===== src/rtl/ctr_pwm_gen_if.sv =====
// Signal bundle between the up/down counter's monitor side and ctr_pwm_gen.
// The master drives the counter sample, the enable and the duty write; the slave returns the registered results.
interface ctr_pwm_gen_if #(
    parameter int WIDTH  = 4,
    parameter int WCNT_W = 8
);
    logic [WIDTH-1:0]  q_in;
    logic              mode;
    logic              enable;
    logic [WIDTH-1:0]  duty_in;
    logic              duty_wr;
    logic              pwm_out;
    logic              wrap;
    logic              dir_chg;
    logic [WIDTH-1:0]  duty_active;
    logic [WCNT_W-1:0] wrap_cnt;

    // duty_wr is a bare strobe: sampled on every edge and always accepted.
    // There is no ready, so the writer never stalls and a held strobe keeps rewriting.
    modport master (
        output q_in, mode, enable, duty_in, duty_wr,
        input  pwm_out, wrap, dir_chg, duty_active, wrap_cnt
    );

    modport slave (
        input  q_in, mode, enable, duty_in, duty_wr,
        output pwm_out, wrap, dir_chg, duty_active, wrap_cnt
    );
endinterface


===== src/rtl/ctr_pwm_gen.sv =====
// PWM generator that follows an external up/down counter.
// It also flags counter wraps and direction changes, and counts wraps with saturation.
module ctr_pwm_gen #(
    parameter int WIDTH  = 4,
    parameter int WCNT_W = 8
) (
    input  logic         clk,
    input  logic         reset,
    ctr_pwm_gen_if.slave bus
);
    localparam logic [WIDTH-1:0]  ONES     = '1;
    localparam logic [WCNT_W-1:0] CNT_MAX  = '1;

    logic [WIDTH-1:0]  q_prev_q, q_prev_d;
    logic              mode_prev_q, mode_prev_d;
    logic              seen_q, seen_d;
    logic [WIDTH-1:0]  duty_shadow_q, duty_shadow_d;
    logic              pend_q, pend_d;
    logic [WIDTH-1:0]  duty_active_q, duty_active_d;
    logic              pwm_q, pwm_d;
    logic              wrap_q, wrap_d;
    logic              dir_chg_q, dir_chg_d;
    logic [WCNT_W-1:0] wrap_cnt_q, wrap_cnt_d;

    logic              same_dir;
    logic              up_wrap;
    logic              dn_wrap;

    always_comb begin
        q_prev_d      = bus.q_in;
        mode_prev_d   = bus.mode;
        seen_d        = 1'b1;
        duty_shadow_d = duty_shadow_q;
        pend_d        = pend_q;
        duty_active_d = duty_active_q;
        wrap_cnt_d    = wrap_cnt_q;

        // The wrap pattern must match the current direction.
        // A sample that flips direction is reported only as a direction change.
        same_dir  = (bus.mode == mode_prev_q);
        up_wrap   = bus.mode  && (q_prev_q == ONES) && (bus.q_in == '0);
        dn_wrap   = !bus.mode && (q_prev_q == '0)   && (bus.q_in == ONES);
        wrap_d    = seen_q && same_dir && (up_wrap || dn_wrap);
        dir_chg_d = seen_q && !same_dir;

        if (bus.duty_wr) begin
            duty_shadow_d = bus.duty_in;
            pend_d        = 1'b1;
        end

        if (wrap_d) begin
            if (bus.duty_wr) begin
                duty_active_d = bus.duty_in;
                pend_d        = 1'b0;
            end else if (pend_q) begin
                duty_active_d = duty_shadow_q;
                pend_d        = 1'b0;
            end
            if (wrap_cnt_q != CNT_MAX) begin
                wrap_cnt_d = wrap_cnt_q + 1'b1;
            end
        end

        // Compare against the duty taking effect at this edge, so a new period opens with the new duty.
        pwm_d = bus.enable && (bus.q_in < duty_active_d);
    end

    always_ff @(posedge clk or negedge reset) begin
        if (!reset) begin
            q_prev_q      <= '0;
            mode_prev_q   <= 1'b0;
            seen_q        <= 1'b0;
            duty_shadow_q <= '0;
            pend_q        <= 1'b0;
            duty_active_q <= '0;
            pwm_q         <= 1'b0;
            wrap_q        <= 1'b0;
            dir_chg_q     <= 1'b0;
            wrap_cnt_q    <= '0;
        end else begin
            q_prev_q      <= q_prev_d;
            mode_prev_q   <= mode_prev_d;
            seen_q        <= seen_d;
            duty_shadow_q <= duty_shadow_d;
            pend_q        <= pend_d;
            duty_active_q <= duty_active_d;
            pwm_q         <= pwm_d;
            wrap_q        <= wrap_d;
            dir_chg_q     <= dir_chg_d;
            wrap_cnt_q    <= wrap_cnt_d;
        end
    end

    assign bus.pwm_out     = pwm_q;
    assign bus.wrap        = wrap_q;
    assign bus.dir_chg     = dir_chg_q;
    assign bus.duty_active = duty_active_q;
    assign bus.wrap_cnt    = wrap_cnt_q;
endmodule


===== src/flat_wrapper.sv =====
// flat-port wrapper written by rule: the top's interface ports become plain ports
module ctr_pwm_gen_flat 
#(
    parameter int WIDTH  = 4,
    parameter int WCNT_W = 8
)
  (clk, reset, bus_q_in, bus_mode, bus_enable, bus_duty_in, bus_duty_wr, bus_pwm_out, bus_wrap, bus_dir_chg, bus_duty_active, bus_wrap_cnt);
  ctr_pwm_gen_if #(.WIDTH(WIDTH), .WCNT_W(WCNT_W)) bus_i ();
  input  logic clk;
  input  logic reset;
  input wire logic [$bits(bus_i.q_in)-1:0] bus_q_in;
  input wire logic [$bits(bus_i.mode)-1:0] bus_mode;
  input wire logic [$bits(bus_i.enable)-1:0] bus_enable;
  input wire logic [$bits(bus_i.duty_in)-1:0] bus_duty_in;
  input wire logic [$bits(bus_i.duty_wr)-1:0] bus_duty_wr;
  output wire logic [$bits(bus_i.pwm_out)-1:0] bus_pwm_out;
  output wire logic [$bits(bus_i.wrap)-1:0] bus_wrap;
  output wire logic [$bits(bus_i.dir_chg)-1:0] bus_dir_chg;
  output wire logic [$bits(bus_i.duty_active)-1:0] bus_duty_active;
  output wire logic [$bits(bus_i.wrap_cnt)-1:0] bus_wrap_cnt;
  assign bus_i.q_in = bus_q_in;
  assign bus_i.mode = bus_mode;
  assign bus_i.enable = bus_enable;
  assign bus_i.duty_in = bus_duty_in;
  assign bus_i.duty_wr = bus_duty_wr;
  assign bus_pwm_out = bus_i.pwm_out;
  assign bus_wrap = bus_i.wrap;
  assign bus_dir_chg = bus_i.dir_chg;
  assign bus_duty_active = bus_i.duty_active;
  assign bus_wrap_cnt = bus_i.wrap_cnt;
  ctr_pwm_gen #(.WIDTH(WIDTH), .WCNT_W(WCNT_W)) u_core (.clk(clk), .reset(reset), .bus(bus_i));
endmodule

===== config.mk =====
export PLATFORM = sky130hd
export DESIGN_NAME = ctr_pwm_gen_flat
export DESIGN_NICKNAME = d
export VERILOG_FILES = /design/src/rtl/ctr_pwm_gen_if.sv /design/src/rtl/ctr_pwm_gen.sv /design/src/flat_wrapper.sv
export SDC_FILE = /design/constraint.sdc
export NUM_CORES = 1
export LEC_CHECK = 0
export CAP_MARGIN = 30
export CORE_MARGIN = 1
export CORE_UTILIZATION = 51
export CTS_CLUSTER_DIAMETER = 80
export DETAILED_ROUTE_END_ITERATION = 6
export HOLD_SLACK_MARGIN = 0.08
export MAX_ROUTING_LAYER = met4
export PLACE_DENSITY = 0.82
export SLEW_MARGIN = 10
export SYNTH_ARGS = -nofsm -noshare
export SYNTH_HDL_FRONTEND = slang
export SYNTH_SLANG_ARGS = --single-unit

===== constraint.sdc =====
create_clock -name clk -period 7.55 [get_ports clk]
set_clock_uncertainty 0.05 [all_clocks]
set_input_delay 1.8875 -clock clk [delete_from_list [all_inputs] [get_ports clk]]
set_output_delay 1.8875 -clock clk [all_outputs]
set_load 0.05 [all_outputs]

Word level (Yosys, flattened, before mapping). Cells that the tools add are included. Widths: inputs -> output; s select.

Flip-flop bits (word level): 26. Bits of input ports: 13. Output and inout port bits: 15.

Add/subtract/negate cells: 1. Order comparisons: 1. Equality and inequality tests: 4. Mux-type cells: 7. Reduce and logical (&&, ||, !) cells: 14.

Operators by type and width (number): $mux 4 (3); $add 8x1->8 const B (1); $eq 4x4->1 const B (2); $logic_and 1x1->1 (8); $logic_not 4->1 (2); $ne 8x8->1 const B (1); $lt 4x4->1 (1); $mux 1 (4); $logic_not 1->1 (2); $reduce_and 2->1 (1); $eq 1x1->1 (1); $logic_or 1x1->1 (1).

Longest topological paths before layout. Gate-level depths: netlist of the first run.

Depth after elaboration: 8. Gate-level depth with buffers: 10. Depth with buffers taken out: 10.

Worst setup path after synthesis of the first run. No wires, ideal clock.

Path kind: input to register. Start point: input port bus_mode. End point: register u_core.pwm_q, in the netlist u_core.bus.pwm_out. Library setup time: 64 ps. Data arrival time: 4296 ps. Data required time: 7436 ps. Path slack: 3140 ps. Stages: 10. Path buffers: 0. Path through: or3_1 or4_4 a21oi_4 and2b_1 mux2_2 inv_1 ha_1 or2_2 a221oi_1 a21o_1.

Word-level cells in the longest chain between the ends: 8. Elaborated cells between the ends (all ways): 12. Those cells by class: 1 x order compare; 1 x eq/ne; 1 x mux; 9 x reduce/logical.

RTL lines: start: declaration (line flat_wrapper.sv:12) `input wire logic [$bits(bus_i.mode)-1:0] bus_mode;`; $logic_not 1->1 (line ctr_pwm_gen.sv:42) `dn_wrap = !bus.mode && (q_prev_q == '0) && (bus.q_in == ONES);`; $logic_and 1x1->1 (2 in a row) (line ctr_pwm_gen.sv:42); $logic_or 1x1->1 (line ctr_pwm_gen.sv:43) `wrap_d = seen_q && same_dir && (up_wrap || dn_wrap);`; $logic_and 1x1->1 * (line ctr_pwm_gen.sv:43); via u_core.wrap_d (line ctr_pwm_gen.sv:21) `logic wrap_q, wrap_d;`; $mux 4 * (line ctr_pwm_gen.sv:51) `if (wrap_d) begin`; via u_core.duty_active_d[1] (line ctr_pwm_gen.sv:19) `logic [WIDTH-1:0] duty_active_q, duty_active_d;`; $lt 4x4->1 * (line ctr_pwm_gen.sv:65) `pwm_d = bus.enable && (bus.q_in < duty_active_d);`; $logic_and 1x1->1 * (line ctr_pwm_gen.sv:65); via u_core.pwm_d (line ctr_pwm_gen.sv:20) `logic pwm_q, pwm_d;`; end signal: assignment (line ctr_pwm_gen.sv:87) `pwm_q <= pwm_d;`; end: declaration (line ctr_pwm_gen.sv:20).

Mark *: on every way through the listed nets, which the timed path passes. The rest lies on a longest branch. A chain may end at the register's enable or synchronous reset.

Worst setup path after layout of the first run. Ends and elaborated chain as after synthesis.

==> results_dict.tcl, run 1 <==
set metrics [dict create \
    status "completed" \
    yosys_warnings 0 \
    antenna_cells 0 \
    cts_buffer_depth 2 \
    ys.flop_type "dfrtp_1" \
    multi_input_area_sq_um 437.9 \
    first_global_vias 777 \
    postRouteAntennaNets 0 \
    cp-start-kind "input port" \
    syn_area_sq_mm 0.001122 \
    finalCoreUtilization 0.7296 \
    synth_fp_nets 108 \
    die_area_sq_mm 0.002392 \
    regToRegSetupSlack_ns 4.49 \
    drc 0 \
    crit_required_ns 7.78 \
    first_pass_iters 4 \
    core_area_sq_mm 0.002022 \
    synthCells 91 \
    cp-end-kind "flop" \
    postSynthAreaPerCell_sq_um 12.33 \
    p_per_area_mw_per_mm2 169.3 \
    synth.most_common_cell "dfrtp_1" \
    post_dp_cell_area_sq_mm 0.001439 \
    dieHeight_um 48.91 \
    grt_max_degree 20 \
    cts_buffers 3 \
    rsz0062_at_grt "false" \
    hold_depth 2 \
    rows 16 \
    ctsHoldBuffers 0 \
    synth.distinct_cells 32 \
    antenna_found_initial 0 \
    fin_crit_sh 0.6246 \
    fmax_mhz 212.0 \
    max_cap_violations 0 \
    cts_root_buf "clkbuf_4" \
    synth_commonest_cells "dfrtp_1 (26), xnor2_1 (7), nand4_1 (6), inv_1 (5), nand2_1 (5)" \
    start_util 0.5551 \
    regArea_sq_um 650.6 \
    setup_tns_ns 0 \
    finalNetCount 139 \
    slew_headroom 0.6613 \
    yosysTopAreaCell "dfrtp_1" \
    ir_drop_mv 0.1261 \
    critPathArrivalTime_ns 4.94 \
    synth-seq-cells 26 \
    dp_hpwl_mm 1.640 \
    htree_levels 1 \
    p_leak_uw 0.0006616 \
    place_congestion 0.8008 \
    globalRoute.totalOverflow 0 \
    final_layout_size_suffix_gt1_frac 0.09091 \
    wire_per_inst_um 14.14 \
    synthArstFlopShare 1.000 \
    finalSetupViolCount 0 \
    tightest_slew_ns 0.5064 \
    cts_resized 0 \
    clk_latency_ns 0.32 \
    drt-total-wl_mm 2.093 \
    area_growth_pct 31.44 \
    critPathMaxFanout 8 \
    io-pin-count 28 \
    die_width_um 48.91 \
    finalPower_uw 249.8 \
    rr_worst_depth 10 \
    synth.top_cell.area_share 0.5797 \
    hold_viol_final 0 \
    clkTransAtPathRegs_ns 0.14 \
    clock-sinks 26 \
    maxSlewViolCount 0 \
    stdcell_area_sq_mm 0.001475 \
    grt_pass1_wl_mm 3.698 \
    fill_cells 142 \
    grt_use_total 0.2150 \
    post_cts_buffers 0 \
    via_per_inst 5.412 \
    port-buffer-count 27 \
    cts_tree "done" \
    vias 801 \
    yosys-top-cells-area "dfrtp_1 (58%), xnor2_1 (5.5%), ha_1 (4.5%)" \
    hp-class "reg2reg" \
    synth_edf_count 0 \
    period_needed_ns 4.716 \
    ys_seq_area_frac 0.5797 \
    drtIter0Drc 5 \
    worstSetupPathType "in2reg" \
]
-- critical path: stages --
cell             delay, ns
clkdlybuf4s50_1       0.46
or3_1                 0.39
or4_4                 0.44
a21oi_4               0.25
and2b_1               0.22
mux2_2                0.37
inv_1                 0.07
ha_1                  0.21
or2_2                 0.27
a221oi_1              0.27
a21o_1                0.12
-- state kept, by name, summed over array words and instances, names as in the netlist --
signal / flops
u_core.bus.wrap_cnt: 8
u_core.bus.duty_active: 4
u_core.duty_shadow_q: 4
u_core.q_prev_q: 4
u_core.bus.dir_chg: 1
u_core.bus.pwm_out: 1
u_core.bus.wrap: 1
u_core.mode_prev_q: 1
u_core.pend_q: 1
u_core.seen_q: 1
-- logic make-up after synthesis --
group,count (synthesis),share of synthesized area
compound gates,10,0.07358
simple gates,29,0.1483
other cells,1,0.003341
mux,6,0.05797
flops,26,0.5797
xor+xnor,8,0.06243
buf+inv,7,0.03010
fa+ha+maj,4,0.04459
-- stage by stage --
stage,setup WS (ns),hold slack [ns],std cells
6_report,2.834,0.4572,148
5_1_grt,2.717,0.4781,148
4_1_cts,2.827,0.4639,148
3_5_place_dp,2.487,0.4333,144
3_3_place_gp,2.591,0.4237,143
2_1_floorplan,3.140,0.3974,91
-- layout make-up --
cell class | instances | area share
Timing Repair Buffer | 28 | 0.2019
Sequential cell | 26 | 0.4411
Clock buffer | 4 | 0.02460
Inverter | 5 | 0.01272
Multi-Input combinational cell | 58 | 0.2969
Tap cell | 27 | 0.02290
-- where the power goes --
group          internal (uW)  switching [uW]
clock                   29.5            40.3
combinational           15.1            17.7
sequential               145            2.52
total                    189            60.5
-- layer usage --
layer	vias up	global-route usage	routed length, um
met3	4	0.02804	76
met2	23	0.3426	1015
met5	-	-	0
li1	382	-	-
met1	392	0.2667	948
met4	0	0.1176	53
-- layout by cell type (no fill, tap or decap) --
| cell type | n |
|---|---|
| xor2_1 | 1 |
| or4_4 | 1 |
| dfrtp_1 | 26 |
| or2_2 | 1 |
| nor2_1 | 2 |
| xnor2_1 | 7 |
| mux2_2 | 3 |
| nor2b_1 | 2 |
| clkbuf_8 | 1 |
| or3_1 | 1 |
| conb_1 | 1 |
| nor4_1 | 1 |
| nand2_1 | 5 |
| o21ai_0 | 1 |
| a221oi_1 | 1 |
| nand2b_1 | 2 |
| clkbuf_4 | 3 |
| o21a_1 | 1 |
| a21oi_4 | 1 |
| and2b_1 | 1 |
| mux2_1 | 1 |
| a21o_1 | 3 |
| buf_16 | 1 |
| inv_1 | 5 |
| and3_1 | 3 |
| clkdlybuf4s50_1 | 27 |
| ha_1 | 4 |
| a2111oi_0 | 1 |
| a32oi_1 | 1 |
| mux2i_1 | 2 |
| and2_1 | 1 |
| nand3_1 | 3 |
| a21oi_1 | 1 |
| nand4_1 | 6 |
-- worst paths after layout --
kind,startpoint,to
min reg2reg,u_core.duty_shadow_q[2]$_DFFE_PN0P_,u_core.duty_shadow_q[2]$_DFFE_PN0P_
min,u_core.duty_shadow_q[2]$_DFFE_PN0P_,u_core.duty_shadow_q[2]$_DFFE_PN0P_
max in group asynchronous,reset,u_core.bus.duty_active[1]$_DFF_PN0_
min in group asynchronous,reset,u_core.q_prev_q[0]$_DFF_PN0_
max,bus_mode,u_core.bus.pwm_out$_DFF_PN0_
max reg2reg,u_core.q_prev_q[0]$_DFF_PN0_,u_core.bus.pwm_out$_DFF_PN0_
(Power assumes the default switching activity.)
==> run 2: changes to the inputs <==
--- a/config.mk
+++ b/config.mk
@@ -7,12 +7,12 @@
 export LEC_CHECK = 0
 export CAP_MARGIN = 30
 export CORE_MARGIN = 1
-export CORE_UTILIZATION = 51
+export CORE_UTILIZATION = 43
 export CTS_CLUSTER_DIAMETER = 80
 export DETAILED_ROUTE_END_ITERATION = 6
 export HOLD_SLACK_MARGIN = 0.08
 export MAX_ROUTING_LAYER = met4
-export PLACE_DENSITY = 0.82
+export PLACE_DENSITY = 0.74
 export SLEW_MARGIN = 10
 export SYNTH_ARGS = -nofsm -noshare
 export SYNTH_HDL_FRONTEND = slang
==> constraint.sdc (replaced) <==
create_clock -name clk -period 3.8 [get_ports clk]
set_clock_uncertainty 0.05 [all_clocks]
set_input_delay 0.95 -clock clk [delete_from_list [all_inputs] [get_ports clk]]
set_output_delay 0.95 -clock clk [all_outputs]
set_load 0.05 [all_outputs]
==> run 2 against run 1 <==
Register-to-register slack worse by 3.5 ns. Clock power is 91% higher. Wire length is 5.3% lower. Via count is 0.75% lower. First-iteration DRC count is 40% higher. Sequential share of layout area is 1.1 points lower. Setup slack worse by 2.6 ns. Cell count is 6.8% higher. Largest cell class unchanged. Utilization is 12 points lower.
==> results_dict.tcl, run 2 (synthesized netlist as in run 1, its figures left out) <==
set metrics [dict create \
    critPathArrivalTime_ns 3.76 \
    status "completed" \
    wire_per_inst_um 12.55 \
    slew_headroom 0.6619 \
    mostFrequentLayoutCell "clkdlybuf4s50_1" \
    top_layer "met4" \
    tightest_slew_ns 0.5055 \
    dieHeight_um 53.09 \
    max_cap_violations 0 \
    p_leak_uw 0.0006887 \
    via_per_inst 5.032 \
    antenna_cells 0 \
    cp-end-kind "flop" \
    stdcell_area_sq_mm 0.001511 \
    cts_root_buf "clkbuf_4" \
    postRouteAntennaNets 0 \
    first_pass_iters 2 \
    rows 18 \
    multi_input_area_sq_um 437.9 \
    antenna_found_initial 0 \
    fill_cells 222 \
    first_global_vias 774 \
    place_congestion 0.7499 \
    clk_latency_ns 0.31 \
    regArea_sq_um 650.6 \
    critPathMaxFanout 3 \
    cts_buffers 3 \
    fin_crit_sh 0.9338 \
    crit_required_ns 4.01 \
    period_needed_ns 3.549 \
    die_width_um 53.09 \
    grt_use_total 0.1642 \
    regToRegSetupSlack_ns 0.95 \
    setup_tns_ns 0 \
    hp-class "reg2reg" \
    final_cell_mix "clkdlybuf4s50_1 (27), dfrtp_1 (26), buf_4 (8)" \
    wl_met1_um 903 \
    core_area_sq_mm 0.002477 \
    io-pin-count 28 \
    port-buffer-count 27 \
    rsz0062_at_grt "false" \
    vias 795 \
    finalNetCount 146 \
    globalRoute.totalOverflow 0 \
    grt_pass1_wl_mm 3.208 \
    drtIter0Drc 7 \
    final_layout_size_suffix_gt1_frac 0.1406 \
    ir_drop_mv 0.1923 \
    routed-wl-met3_um 68 \
    clock-sinks 26 \
    p_per_area_mw_per_mm2 325.1 \
    finalSetupViolCount 0 \
    cts_resized 0 \
    fmax_mhz 281.8 \
    post_cts_buffers 0 \
    die_area_sq_mm 0.002819 \
    cp-start-kind "input port" \
    grt_max_degree 27 \
    drc 0 \
    dp_hpwl_mm 1.495 \
    cts_tree "done" \
    hold_viol_final 0 \
    clkTransAtPathRegs_ns 0.13 \
    worstSetupPathType "in2reg" \
    maxSlewViolCount 0 \
    area_growth_pct 34.67 \
    htree_levels 1 \
    drt-total-wl_mm 1.983 \
    start_util 0.4530 \
    ctsHoldBuffers 0 \
    cts_buffer_depth 2 \
    largest_reg_flops 8 \
    post_dp_cell_area_sq_mm 0.001475 \
    dr_wl_met2_um 987 \
]
-- run 2: changes by cell type in the layout (fill, tap and decap cells not counted), sizes merged --
cell,change
buf,+7
-- run 2: routing by layer --
| layer | track usage | vias to the layer above |
|---|---|---|
| met5 | - | - |
| met4 | 0.06579 | 0 |
| met3 | 0.01724 | 4 |
| met2 | 0.2848 | 16 |
| met1 | 0.1944 | 381 |
| li1 | - | 394 |
-- run 2: final timing paths --
path,startpoint,endpoint,cells after the start
setup / recovery,bus_mode,u_core.bus.pwm_out$_DFF_PN0_,10
hold / removal,u_core.duty_shadow_q[2]$_DFFE_PN0P_,u_core.duty_shadow_q[2]$_DFFE_PN0P_,2
setup reg to reg,u_core.q_prev_q[0]$_DFF_PN0_,u_core.bus.pwm_out$_DFF_PN0_,9
hold reg to reg,u_core.duty_shadow_q[2]$_DFFE_PN0P_,u_core.duty_shadow_q[2]$_DFFE_PN0P_,2
max in group asynchronous,reset,u_core.seen_q$_DFF_PN0_,2
min in group asynchronous,reset,u_core.bus.wrap_cnt[6]$_DFFE_PN0P_,2
-- run 2: power breakdown --
| part | internal (uW) | switching, uW |
|---|---|---|
| Clock | 58.5 | 74.3 |
| Sequential | 288 | 4.85 |
| Combinational | 31.1 | 35.1 |
| Total | 377 | 114 |
-- run 2: final cells by class --
cell class / count / share of cell area
Inverter: 5 / 0.01242
Sequential cell: 26 / 0.4305
Multi-Input combinational cell: 58 / 0.2897
Timing Repair Buffer: 35 / 0.2185
Tap cell: 30 / 0.02483
Clock buffer: 4 / 0.02401
-- run 2: through the flow --
stage          hold slack [ns]  utilization  total power (uW)  worst slack, ns  instances
2_1_floorplan           0.3974            -             327.7           0.3274         91
3_3_place_gp            0.4144       0.5955             362.4         -0.02013        154
3_5_place_dp            0.4235       0.5955             364.6         -0.08747        154
4_1_cts                 0.4529       0.6101             495.9           0.2349        158
5_1_grt                 0.4719       0.6101             511.7          0.05581        158
6_report                0.4517       0.6101             491.3           0.2514        158
-- run 2: worst max-delay path: stages --
cell and delay (ns):
clkdlybuf4s50_1 0.41, or3_1 0.36, or4_4 0.44, a21oi_4 0.16
and2b_1 0.16, buf_4 0.12, mux2i_1 0.25, ha_1 0.29
a2111oi_0 0.44, a21o_1 0.18
